`src/rtl/sustain_envelope_ctrl.sv`:
```
// Sustain control: debounces and quantises a user control into a sustain code,
// then runs an attack / sustain-hold / release amplitude envelope from a note gate.
module sustain_envelope_ctrl #(
    parameter int IN_W         = 10,
    parameter int CODE_W       = 4,
    parameter int AMP_W        = 8,
    parameter int TICK_DIV     = 50000,
    parameter int STABLE_CYC   = 3,
    parameter int ATTACK_STEP  = 32,
    parameter int RELEASE_STEP = 16
) (
    input  logic              clk,
    input  logic              reset,
    input  logic              gate,
    input  logic [IN_W-1:0]   user_input0,
    output logic [CODE_W-1:0] sustainTime,
    output logic [AMP_W-1:0]  amplitude,
    output logic [1:0]        env_state,
    output logic              env_active
);

    localparam int TICK_W = (TICK_DIV > 2) ? $clog2(TICK_DIV) : 1;
    localparam int CNT_W  = $clog2(STABLE_CYC + 1);

    localparam logic [TICK_W-1:0] TICK_LAST   = TICK_W'(TICK_DIV - 1);
    localparam logic [CNT_W-1:0]  CNT_FULL    = CNT_W'(STABLE_CYC);
    localparam logic [AMP_W:0]    AMP_MAX     = {1'b0, {AMP_W{1'b1}}};
    localparam logic [AMP_W:0]    ATTACK_INC  = (AMP_W + 1)'(ATTACK_STEP);
    localparam logic [AMP_W:0]    RELEASE_DEC = (AMP_W + 1)'(RELEASE_STEP);

    typedef enum logic [1:0] {
        ST_IDLE    = 2'd0,
        ST_ATTACK  = 2'd1,
        ST_SUSTAIN = 2'd2,
        ST_RELEASE = 2'd3
    } env_state_t;

    // ------------------------------------------------------------------
    // Quantiser and stability filter
    // ------------------------------------------------------------------
    logic [CODE_W-1:0] q;
    logic [CODE_W-1:0] candidate_reg, candidate_next;
    logic [CODE_W-1:0] sustain_reg, sustain_next;
    logic [CNT_W-1:0]  count_reg, count_next;

    assign q = CODE_W'(user_input0 >> (IN_W - CODE_W));

    always_comb begin
        candidate_next = candidate_reg;
        count_next     = count_reg;
        sustain_next   = sustain_reg;
        if (q != candidate_reg) begin
            candidate_next = q;
            count_next     = CNT_W'(1);
        end else if (count_reg != CNT_FULL) begin
            count_next = count_reg + CNT_W'(1);
        end
        // A run of STABLE_CYC identical samples commits the code.
        if (count_next == CNT_FULL) begin
            sustain_next = candidate_next;
        end
    end

    // ------------------------------------------------------------------
    // Envelope tick and gate edge detection
    // ------------------------------------------------------------------
    logic [TICK_W-1:0] tick_cnt_reg, tick_cnt_next;
    logic              tick;
    logic              gate_q_reg;
    logic              rise;
    logic              fall;

    assign tick          = (tick_cnt_reg == TICK_LAST);
    assign tick_cnt_next = tick ? '0 : tick_cnt_reg + TICK_W'(1);
    assign rise          = gate & ~gate_q_reg;
    assign fall          = ~gate & gate_q_reg;

    // ------------------------------------------------------------------
    // Envelope FSM
    // ------------------------------------------------------------------
    env_state_t        state_reg, state_next;
    logic [AMP_W-1:0]  amp_reg, amp_next;
    logic [CODE_W-1:0] hold_reg, hold_next;
    logic [AMP_W:0]    amp_sum;
    logic [AMP_W:0]    amp_diff;

    // One spare bit exposes overflow on attack and borrow on release.
    assign amp_sum  = {1'b0, amp_reg} + ATTACK_INC;
    assign amp_diff = {1'b0, amp_reg} - RELEASE_DEC;

    always_comb begin
        state_next = state_reg;
        amp_next   = amp_reg;
        hold_next  = hold_reg;
        if (rise) begin
            // Retrigger keeps the current level so a release is not cut to 0.
            state_next = ST_ATTACK;
        end else begin
            case (state_reg)
                ST_ATTACK: begin
                    if (fall) begin
                        state_next = ST_RELEASE;
                    end else if (tick) begin
                        if (amp_sum >= AMP_MAX) begin
                            amp_next   = {AMP_W{1'b1}};
                            state_next = ST_SUSTAIN;
                            hold_next  = sustain_reg;
                        end else begin
                            amp_next = amp_sum[AMP_W-1:0];
                        end
                    end
                end
                ST_SUSTAIN: begin
                    if (!gate_q_reg || fall) begin
                        state_next = ST_RELEASE;
                    end else if (tick && (hold_reg != '0)) begin
                        // A zero hold means sustain until the gate drops.
                        if (hold_reg == CODE_W'(1)) begin
                            state_next = ST_RELEASE;
                        end else begin
                            hold_next = hold_reg - CODE_W'(1);
                        end
                    end
                end
                ST_RELEASE: begin
                    if (tick) begin
                        if (amp_diff[AMP_W] || (amp_diff == '0)) begin
                            amp_next   = '0;
                            state_next = ST_IDLE;
                        end else begin
                            amp_next = amp_diff[AMP_W-1:0];
                        end
                    end
                end
                default: begin
                    amp_next = '0;
                end
            endcase
        end
    end

    // ------------------------------------------------------------------
    // State registers
    // ------------------------------------------------------------------
    always_ff @(posedge clk) begin
        if (reset) begin
            candidate_reg <= '0;
            count_reg     <= '0;
            sustain_reg   <= '0;
            tick_cnt_reg  <= '0;
            gate_q_reg    <= 1'b0;
            state_reg     <= ST_IDLE;
            amp_reg       <= '0;
            hold_reg      <= '0;
        end else begin
            candidate_reg <= candidate_next;
            count_reg     <= count_next;
            sustain_reg   <= sustain_next;
            tick_cnt_reg  <= tick_cnt_next;
            gate_q_reg    <= gate;
            state_reg     <= state_next;
            amp_reg       <= amp_next;
            hold_reg      <= hold_next;
        end
    end

    assign sustainTime = sustain_reg;
    assign amplitude   = amp_reg;
    assign env_state   = state_reg;
    assign env_active  = (state_reg != ST_IDLE);

endmodule

```
`config.mk`:
```
export PLATFORM = sky130hd
export DESIGN_NAME = sustain_envelope_ctrl
export DESIGN_NICKNAME = d
export VERILOG_FILES = /design/src/rtl/sustain_envelope_ctrl.sv
export SDC_FILE = /design/constraint.sdc
export NUM_CORES = 1
export LEC_CHECK = 0
export CORE_ASPECT_RATIO = 0.6
export CORE_UTILIZATION = 39
export CTS_BUF_LIST = sky130_fd_sc_hd__clkbuf_2
export CTS_CLUSTER_SIZE = 10
export DETAILED_ROUTE_END_ITERATION = 10
export SYNTH_ARGS = -nofsm -noshare
export SYNTH_HDL_FRONTEND = slang
export SYNTH_SLANG_ARGS = --single-unit
```
`constraint.sdc`:
```
create_clock -name clk -period 4.3 [get_ports clk]
set_input_delay 1.075 -clock clk [delete_from_list [all_inputs] [get_ports clk]]
set_output_delay 1.075 -clock clk [all_outputs]
set_load 0.02 [all_outputs]
```
Word level (Yosys, flattened, before mapping). Cells that the tools add are included.

Add/sub/neg operators: 5. Magnitude comparators: 1. Mux-type cells: 26. Bitwise operators: 6. Shifts and indexed selects: 0. Reduce and logical (&&, ||, !) cells: 16. Divide/modulo/power cells: 0. Multipliers: 0. Equal/unequal tests: 26.

Operators with widths (count): $mux W8 (5); $mux W4 (7); $pmux W8 S3 (1); $mux W2 (10); $ne A2 B2 Y1 const B (9); $ne A3 B3 Y1 const B (6); $add A16 B1 Y16 const B (1); $eq A16 B16 Y1 const B (1); $ne A4 B4 Y1 const B (4); $reduce_and A7 Y1 (2); $add A8 B6 Y9 const B (1); $ge A9 B8 Y1 const B (1); $logic_not A9 Y1 (1); $sub A8 B5 Y9 const B (1); $pmux W4 S2 (1); $reduce_and A8 Y1 (1); $reduce_bool A4 Y1 (2); $eq A2 B2 Y1 const B (3); $pmux W2 S3 (1); $reduce_and A5 Y1 (1); $eq A4 B1 Y1 const B (1); $ne A4 B4 Y1 (1); $not A1 Y1 (4); $reduce_bool A2 Y1 (2); 10 further kinds (13).

Memory bits (writable): 0. Register bits: 41. Bits of input ports: 13. Bits in latches: 0. Output and inout bits: 15. Memories: 0. ROM bits: 0.

Depth between registers and ports, before layout.
Word-level depth: 7. Gate-level depth with buffers: 8.

Worst setup path before layout. No wires, ideal clock.

Kind: input to register. Start point: input gate. End point: register state_reg[0] (netlist: env_state[0]). Stages: 7. Setup time: 0.119 ns. Data arrival time: 2.271 ns. Setup slack: 1.910 ns. Cell sequence: inv_1 ha_1 inv_1 a21oi_1 o21ai_0 a2111o_1 o221a_2.

Word-level cells in the longest chain between the ends: 6. Elaborated cells on any way between the ends: 16. Those cells by class: 6 x eq/ne; 4 x mux; 3 x bitwise; 3 x reduce/logical.

Ends and longest elaborated chain: start, declared (line 14) `input logic gate,`; $not A1 Y1 (line 76) `assign fall = ~gate & gate_q_reg;`; $and A1 B1 Y1 (line 76); $logic_or A1 B1 Y1 (line 114) `if (!gate_q_reg || fall) begin`; $mux W2 (line 114); $pmux W2 S3 (line 99) `case (state_reg)`; $mux W1 (line 95) `if (rise) begin`; end signal, assigned (line 161) `state_reg <= state_next;`; end, declared (line 81) `env_state_t state_reg, state_next;`.

Parallel ways exist; a longest one is shown, timed or not. A chain may end at the register's enable or synchronous reset.

Final worst setup path.
Start point: register state_reg[0] (netlist: env_state[0]). End point: output env_active.

Word-level cells in the longest chain between the ends: 1.

Ends and longest elaborated chain: $reduce_bool A2 Y1 (line 170) `assign env_active = (state_reg != ST_IDLE);`; end, declared (line 19) `output logic env_active`.

Every way passes these cells.

==> results.py <==
metrics = {
    "die": {
        "dieArea_sq_mm": 0.00576,
        "start_util_pct": 41.2,
        "dieWidth_um": 97.3,
        "core-area_sq_mm": 0.00515,
        "io_pins": 28,
        "rows": 20,
        "die_y_um": 59.2,
    },
    "detailed_routing": {
        "wirelength_um": 4370,
        "drtIter0Drc": 129,
        "wl_per_cell_um": 13.2,
        "drc": 0,
        "firstDrtPassIters": 4,
        "vias": 1724,
        "detail-route-antenna-nets": 0,
        "vias_per_cell": 5.19,
    },
    "synthesis": {
        "synth_warnings": 0,
        "synth-seq-area-share_pct": 35.8,
        "syn_area_per_cell_sq_um": 8.67,
        "yosysUniqueCellTypes": 52,
        "postSynthCellCount": 245,
        "ys_dominant_reg_cell": "dfxtp_1",
        "async_flop_share_pct": 0,
        "synth-edff-count": 0,
        "synth_fp_nets": 275,
        "syn_area_sq_mm": 0.00212,
        "ys_seq_elements": 38,
    },
    "flow_run": {
        "maxCapViolCount": 0,
    },
    "clocking": {
        "post_cts_buffers": 0,
        "cts_resized": 0,
        "cts.clk_slew.worst_paths_ps": 210,
        "cts_tree": "done",
        "clockRootBuffer": "clkbuf_2",
        "clock_latency_ps": 390,
        "clkSinkCount": 38,
        "h-tree-depth": 2,
        "clockBufferDepth": 2,
        "cts_hold_buf": 0,
        "cts_buffers": 5,
    },
    "setup_path": {
        "worstPathRequired_ps": 3220,
        "path_max_fanout": 6,
        "end_kind": "primary output",
        "cp_data_arrival_time_ps": 1880,
        "r2r_slack_ps": 1880,
        "crit_type": "flop to primary output",
        "critPathLaunchType": "flop",
    },
    "sta": {
        "setup_tns_ps": 0,
        "maxSlewHeadroom_pct": 59.1,
        "drv_slew": 0,
        "period_needed_ps": 2950,
        "setup_viol": 0,
        "skew_ps": 20.8,
        "fmax_mhz": 339,
        "rsz0062_at_grt": "false",
        "worstMarginPinSlew_ps": 607,
        "hold_viol": 0,
        "fin_crit_sh_pct": 68.7,
    },
    "power": {
        "switchingPower_uw": 238,
        "pwr-share-seq_pct": 48.9,
        "irDropWorstVdd_mv": 0.152,
        "switching_share_pct": 30.6,
        "power_density_mw_per_mm2": 318,
        "internal-power_uw": 540,
        "pwr-share-clk_pct": 27.5,
        "p_comb_share_pct": 23.7,
        "power.leakage_nw": 0.976,
    },
    "placed_design": {
        "routabilityCongestion": 0.856,
        "place_area_sq_mm": 0.00238,
        "place_hpwl_um": 3120,
        "port_buffers": 21,
    },
    "min_path": {
        "hp-class": "flop to flop",
    },
    "global_routing": {
        "antenna_found_initial": 0,
        "grt_max_degree": 26,
        "overflow": 0,
        "grt_pass1_wl_um": 7560,
        "track_usage_pct": 16.6,
        "grt_pass1_vias": 1511,
    },
    "final_layout": {
        "drive_above_1_share_pct": 8.27,
        "final_cell_area_sq_mm": 0.00244,
        "diodes": 0,
        "synthToLayoutAreaGrowth_pct": 15.0,
        "nets": 296,
        "largest_reg_flops": 16,
    },
    "status": {
        "outcome": "complete, no violations",
    },
}
-- power by group through the flow --
stage                     logic, mW  registers (mW)  clock network [mW]
after global routing          0.207           0.383               0.239
after global placement        0.181           0.387                   0
after CTS                     0.183           0.380               0.221
after detailed placement      0.180           0.387                   0
after floorplan               0.119           0.393                   0
final                         0.184           0.380               0.214
-- cell type report --
cell class / count / area, sq um
flip-flops and latches: 38 / 761
inverters: 20 / 75.1
clock inverters: 2 / 33.8
multi-input cells: 179 / 1250
well taps: 66 / 82.6
repair buffers: 22 / 218
clock buffers: 5 / 25.0
fillers: 504 / 2710
-- routing by layer --
metal	vias up	share of wire [%]	wire length [um]	global-route usage (%)
met2	50	36	1560	21.0
met3	2	6.6	290	5.07
li1	885	-	-	-
met4	0	0.41	18	4.41
met1	787	57	2500	26.0
met5	-	0	0	0
-- cells in the mapped netlist, types with 2 or more instances --
library cell	count	area, sq um
o21a_1	2	15.0
dfxtp_1	38	761
a31oi_1	3	18.8
mux2i_1	5	50.1
nor2b_1	8	50.1
nor4_1	2	12.5
a21oi_1	10	50.1
o22ai_1	3	18.8
o21ai_0	7	35.0
nor3_1	4	20.0
nand4_1	2	12.5
nor3b_1	2	15.0
nor2_1	33	124
and3_1	3	18.8
xor2_1	13	114
nand2_1	14	52.6
buf_4	3	22.5
inv_1	20	75.1
clkbuf_1	5	18.8
nand2b_1	3	18.8
ha_1	17	213
and4bb_2	2	25.0
xnor2_1	7	61.3
a31o_2	2	17.5
nand3b_1	2	15.0
nand3_1	9	45.0
-- logic make-up (layout without fill, tap and decap cells) --
family	after synthesis	after routing	share of synthesized area, %
compound gates	45	45	15.2
xor+xnor	20	20	8.25
fa+ha+maj	17	17	10.0
buf+inv	28	49	5.48
flops	38	38	35.8
mux	6	6	2.89
simple gates	91	91	22.4
-- critical path, cell delays in order, from the launching register on --
cell and delay [ps]:
dfxtp_1 480, inv_1 120, ha_1 210, inv_1 80, clkdlybuf4s50_1 600
-- per-stage QoR --
step	util [%]	power (mW)	cells	setup slack [ps]	hold WS (ps)
finish	47.4	0.777	332	1350	462
global route	47.4	0.828	332	1200	487
CTS	47.4	0.784	332	1310	466
detailed placement	46.2	0.567	325	1290	435
global placement	46.2	0.568	325	1290	427
floorplan	-	0.512	245	1910	413
-- worst paths after layout --
kind	cells after the start	endpoint	startpoint
worst min register to register	1	tick_cnt_reg[0]	tick_cnt_reg[0]
worst max register to register	8	env_state[0]	amplitude[5]
worst max-delay path	4	env_active	env_state[0]
worst min-delay path	1	tick_cnt_reg[0]	tick_cnt_reg[0]
-- placed cells by master (no fill, tap or decap), types with 4 or more instances in the layout --
cell type,Yosys,routed
a21oi_1,10,10
clkbuf_2,0,5
clkdlybuf4s50_1,0,21
dfxtp_1,38,38
ha_1,17,17
inv_1,20,20
mux2i_1,5,5
nand2_1,14,14
nand3_1,9,9
nor2_1,33,33
nor2b_1,8,8
nor3_1,4,4
o21ai_0,7,7
xnor2_1,7,7
xor2_1,13,13
Note: power is estimated with default switching activity, not from simulation.
==> variant 1, RTL diff (config.mk and constraints unchanged) <==
`STABLE_CYC`: 3 -> 2.
--- a/src/rtl/sustain_envelope_ctrl.sv
+++ b/src/rtl/sustain_envelope_ctrl.sv
@@ -5,7 +5,7 @@
     parameter int CODE_W       = 4,
     parameter int AMP_W        = 8,
     parameter int TICK_DIV     = 50000,
-    parameter int STABLE_CYC   = 3,
+    parameter int STABLE_CYC   = 2,
     parameter int ATTACK_STEP  = 32,
     parameter int RELEASE_STEP = 16
 ) (
Check against the original RTL: not equivalent (a bounded check fails within 4 cycles, from zero or initial values and one cycle with reset high).
==> variant 1 against the unedited design <==
- worst setup slack got worse by 0.046 ns
- wire length up 0.41%
- synthesized cell count up 3.3%
- area after synthesis increased by 3.2%
- cell area is 1.1% higher
- sequential cell count unchanged
- non-clock buffer count did not move
- sequential share of layout area shrank 0.33 points
- critical endpoint unchanged
- largest cell class unchanged
Power is not compared: it rests on default switching activity, and its combinational part moved more than twofold at a synthesized area within 25%.
==> variant 1: results (changes against the unedited design) <==
stage	metric	value	unit	change
logic_synthesis	Syn Inst Count	253		was 245
layout	Inverters	19		was 20
global_routing	first-pass GRT wire length	7.82	mm	was 7.56 mm
sta	Final Skew	0.0151	ns	was 0.0208 ns
worst_setup_path	CP arrival	1.92	ns	was 1.88 ns
route	DRT iter0 DRCs	103		was 129
layout	share of cells above drive strength 1	7.38	%	was 8.27%
sta	final hold slack	0.460	ns	was 0.462 ns
route	via count	1717		was 1724
sta	Final min period	3.00	ns	was 2.95 ns
global_routing	GRT Total Usage	16.9	%	was 16.6%
route	DR WL met2	1.58	mm	was 1.56 mm
worst_setup_path	Crit-path slowest cell	clkdlybuf4s50_1		unchanged
logic_synthesis	Syn Nets	284		was 275
logic_synthesis	Synth Area in Compound Gates	15.7	%	was 15.2%
route	wire per inst	13.0	µm	was 13.2 µm
place	HPWL Detailed	3.19	mm	was 3.12 mm
logic_synthesis	Synth Area in XOR/XNOR	7.99	%	was 8.24%
logic_synthesis	sequential-to-total area share from yosys stat	34.7	%	was 35.8%
logic_synthesis	mux share of post-synthesis cell area	2.74	%	was 2.89%
layout	fraction of area in multi-input gates	52.5	%	was 51.1%
worst_setup_path	Crit Path Max Fanout	8		was 6
place	pre-CTS WS	1.09	ns	was 1.29 ns
logic_synthesis	Yosys cell types	48		was 52
layout	Layout non-clock buf frac	8.82	%	was 8.91%
worst_setup_path	r2r setup slk	1.51	ns	was 1.88 ns
clocking	clk slew on worst S/H paths	0.21	ns	about the same
route	DRT met1 WL	2.63	mm	was 2.50 mm
layout	Multi-In Gates	184		was 179
place	Placed Area	2430	µm²	was 2380 µm²
worst_setup_path	RR Startpoint	amplitude[6]		was amplitude[5]
logic_synthesis	main area contributors after synthesis	dfxtp_1 (35%), ha_1 (10%), nor2_1 (6.8%), xor2_1 (5.2%), inv_1 (3.3%)		was dfxtp_1 (36%), ha_1 (10%), nor2_1 (5.8%), xor2_1 (5.4%), inv_1 (3.5%)
layout	footprint of the multi-input gates	1290	µm²	was 1250 µm²
place	dpl cells	329		was 325
route	metal3 WL	143	µm	was 290 µm
place	routability cong.	0.782		was 0.856
layout	number of fill cells	517		was 504
logic_synthesis	synthesized area	2190	µm²	was 2120 µm²
clocking	clock latency on the worst-skew pair	0.37	ns	was 0.39 ns
logic_synthesis	adder-cell area share of the yosys netlist	10.3	%	was 10.0%
outcome	status	finished clean		unchanged
worst_setup_path	Crit. Startpoint	env_state[1]		was env_state[0]
logic_synthesis	top cells by count, synth	nor2_1 (40), dfxtp_1 (38), inv_1 (19)		was dfxtp_1 (38), nor2_1 (33), inv_1 (20)
layout	Clock-cell share	1.67	%	was 2.41%
worst_setup_path	FF-to-FF End	hold_reg[2]		was env_state[0]
layout	Post-Layout Cell Count	337		was 332
worst_hold_path	HP Start	tick_cnt_reg[0]		unchanged
layout	Layout Nets	301		was 296
-- variant 1: critical path, delay by kind of cell (launching register included) --
family / cells / cell delay, ns
buffers and inverters: 3 / 0.78
flip-flops: 1 / 0.53
adder cells (fa/ha/maj): 1 / 0.24
-- variant 1: where the power goes --
part	internal, mW	switching [mW]
Combinational	0.162	0.216
Clock	0.0372	0.123
Sequential	0.374	0.0303
Total	0.574	0.369
-- variant 1: metal layers --
| metal | GRT usage, % | vias up |
|---|---|---|
| met5 | 0 | - |
| met4 | 3.20 | 0 |
| met3 | 4.21 | 2 |
| met2 | 23.7 | 25 |
| met1 | 25.7 | 793 |
| li1 | - | 897 |
-- variant 1: cell families after synthesis --
logic type / Yosys count
AO/OA/AOI/OAI: 45
multiplexers: 6
buffers and inverters: 31
AND/OR/NAND/NOR: 95
adder cells (fa/ha/maj): 18
XOR/XNOR: 20
flip-flops: 38
==> variant 2, RTL diff (same flow settings) <==
Without the edit above. Put one more register stage on the output `amplitude`, cleared by the reset. The value now appears one clock later. The other outputs are not delayed to match.
--- a/src/rtl/sustain_envelope_ctrl.sv
+++ b/src/rtl/sustain_envelope_ctrl.sv
@@ -165,7 +165,13 @@
     end
 
     assign sustainTime = sustain_reg;
-    assign amplitude   = amp_reg;
+    always_ff @(posedge clk) begin
+        if (reset) begin
+            amplitude <= '0;
+        end else begin
+            amplitude <= amp_reg;
+        end
+    end
     assign env_state   = state_reg;
     assign env_active  = (state_reg != ST_IDLE);
 
Behaviour: same outputs for any inputs over 10 cycles, from zero or initial values and one cycle with reset high; that may be too few to reach the edited logic, so the function may still have changed.
==> variant 2 against the unedited design <==
- cell area up 5.5%
- first-iteration DRC count shrank 36%
- largest power group unchanged
- area after synthesis is 7.7% higher
- total power up 14%
- largest cell class unchanged
- worst setup slack improved by 0.0022 ns
- sequential cell count rose by 5
- synthesized cell count up 7.3%
- global-route usage is 0.26 points lower
- wire length grew 5.4%
- count of clock-buffer cells in the layout is 1 higher
==> variant 2: results (changes against the unedited design) <==
stage	metric	value	unit	change
worst_setup_path	Crit Path Max Fanout	6		unchanged
pwr	Worst IR Drop VDD	0.124	mV	was 0.152 mV
worst_setup_path	CP arrival	1.88	ns	about the same
global_routing	GRT Total Usage	16.3	%	was 16.6%
worst_setup_path	Crit-path slowest cell	clkdlybuf4s50_1		unchanged
logic_synthesis	Syn Nets	293		was 275
route	via count	1813		was 1724
worst_setup_path	CP peak stage delay	0.59	ns	
layout	max FFs per register	16		unchanged
route	drt pass-1 iters	4		unchanged
route	DRT met1 WL	2.65	mm	was 2.50 mm
logic_synthesis	synth warn	0		unchanged
clocking	clock latency on the worst-skew pair	0.40	ns	
layout	Layout Nets	309		was 296
logic_synthesis	Yosys cell types	54		was 52
layout	share of cells above drive strength 1	7.14	%	was 8.27%
global_routing	largest net degree at the start of global routing	19		was 26
global_routing	first-pass GRT wire length	7.69	mm	was 7.56 mm
clocking	Setup Buffers After CTS	0		unchanged
route	DRT iter0 DRCs	82		was 129
route	wire per inst	12.8	µm	was 13.2 µm
clocking	post_cts resized	0		unchanged
layout	number of fill cells	592		was 504
logic_synthesis	ys async rst share	0	%	unchanged
pwr	P_leak	0.986	nW	was 0.976 nW
place	HPWL Detailed	3.38	mm	was 3.12 mm
route	metal3 WL	223	µm	was 290 µm
worst_hold_path	min-delay worst type	reg2reg		unchanged
clocking	clk slew on worst S/H paths	0.20	ns	
layout	number of diodes	0		unchanged
sta	Final Skew	0.0195	ns	was 0.0208 ns
global_routing	vias in the first global route	1579		was 1511
place	Port Buffers	21		unchanged
clocking	Clock Path Buffers	2		unchanged
outcome	status	finished clean		unchanged
clocking	CTS buffer count	5		unchanged
logic_synthesis	top cells by count, synth	dfxtp_1 (43), nor2_1 (36), ha_1 (17), inv_1 (17), a21oi_1 (14)		was dfxtp_1 (38), nor2_1 (33), inv_1 (20)
sta	Slew @ Worst Pin	0.757	ns	was 0.607 ns
logic_synthesis	main area contributors after synthesis	dfxtp_1 (38%), ha_1 (9.3%), nor2_1 (5.9%), xor2_1 (4.6%), a21oi_1 (3.1%)		was dfxtp_1 (36%), ha_1 (10%), nor2_1 (5.8%), xor2_1 (5.4%), inv_1 (3.5%)
route	DR WL met2	1.68	mm	was 1.56 mm
place	routability cong.	0.822		was 0.856
logic_synthesis	sequential-to-total area share from yosys stat	37.6	%	was 35.8%
-- variant 2: per-stage QoR --
step	total power, mW	std cells	worst slack [ns]	cell area, µm²
4_1_cts	0.898	360	1.33	2580
5_1_grt	0.954	360	1.22	2580
6_report	0.887	360	1.35	2580
3_3_place_gp	0.727	352	1.17	2540
2_1_floorplan	0.646	263	1.84	2290
3_5_place_dp	0.730	352	1.15	2540
-- variant 2: cell type report --
cell class	count	area share, %
inverter	17	2.48
tap	80	3.89
timing repair buffer	22	8.45
clock buffer	6	1.17
clock inverter	2	0.291
sequential	43	33.4
multi-input combinational	190	50.3
-- variant 2: final timing paths --
kind                   to  slack [ns]          from  depth (start not counted)
max            env_active        1.35  env_state[0]                          4
min          count_reg[0]        0.48  count_reg[0]                          1
max reg2reg   hold_reg[1]        1.86    amp_reg[6]                          8
min reg2reg  count_reg[0]        0.48  count_reg[0]                          1
-- variant 2: cells by family (layout without fill, tap and decap cells) --
kind of cell,after synthesis,in the layout,synth area share (%)
flops,43,43,37.6
simple gates,103,103,24.6
buf+inv,30,47,5.69
xor+xnor,16,16,6.13
fa+ha+maj,17,17,9.30
mux,7,7,3.12
compound gates,47,47,13.6
-- variant 2: layer usage --
| layer | up-vias | GRT usage [%] |
|---|---|---|
| met5 | - | 0 |
| met2 | 37 | 21.6 |
| met1 | 822 | 24.7 |
| met4 | 0 | 5.59 |
| met3 | 5 | 4.65 |
| li1 | 949 | - |
-- variant 2: report_power, final --
group | total [mW] | switching, mW | internal [mW]
Clock | 0.161 | 0.122 | 0.0391
Sequential | 0.442 | 0.0236 | 0.419
Combinational | 0.283 | 0.161 | 0.123
Total | 0.887 | 0.306 | 0.581
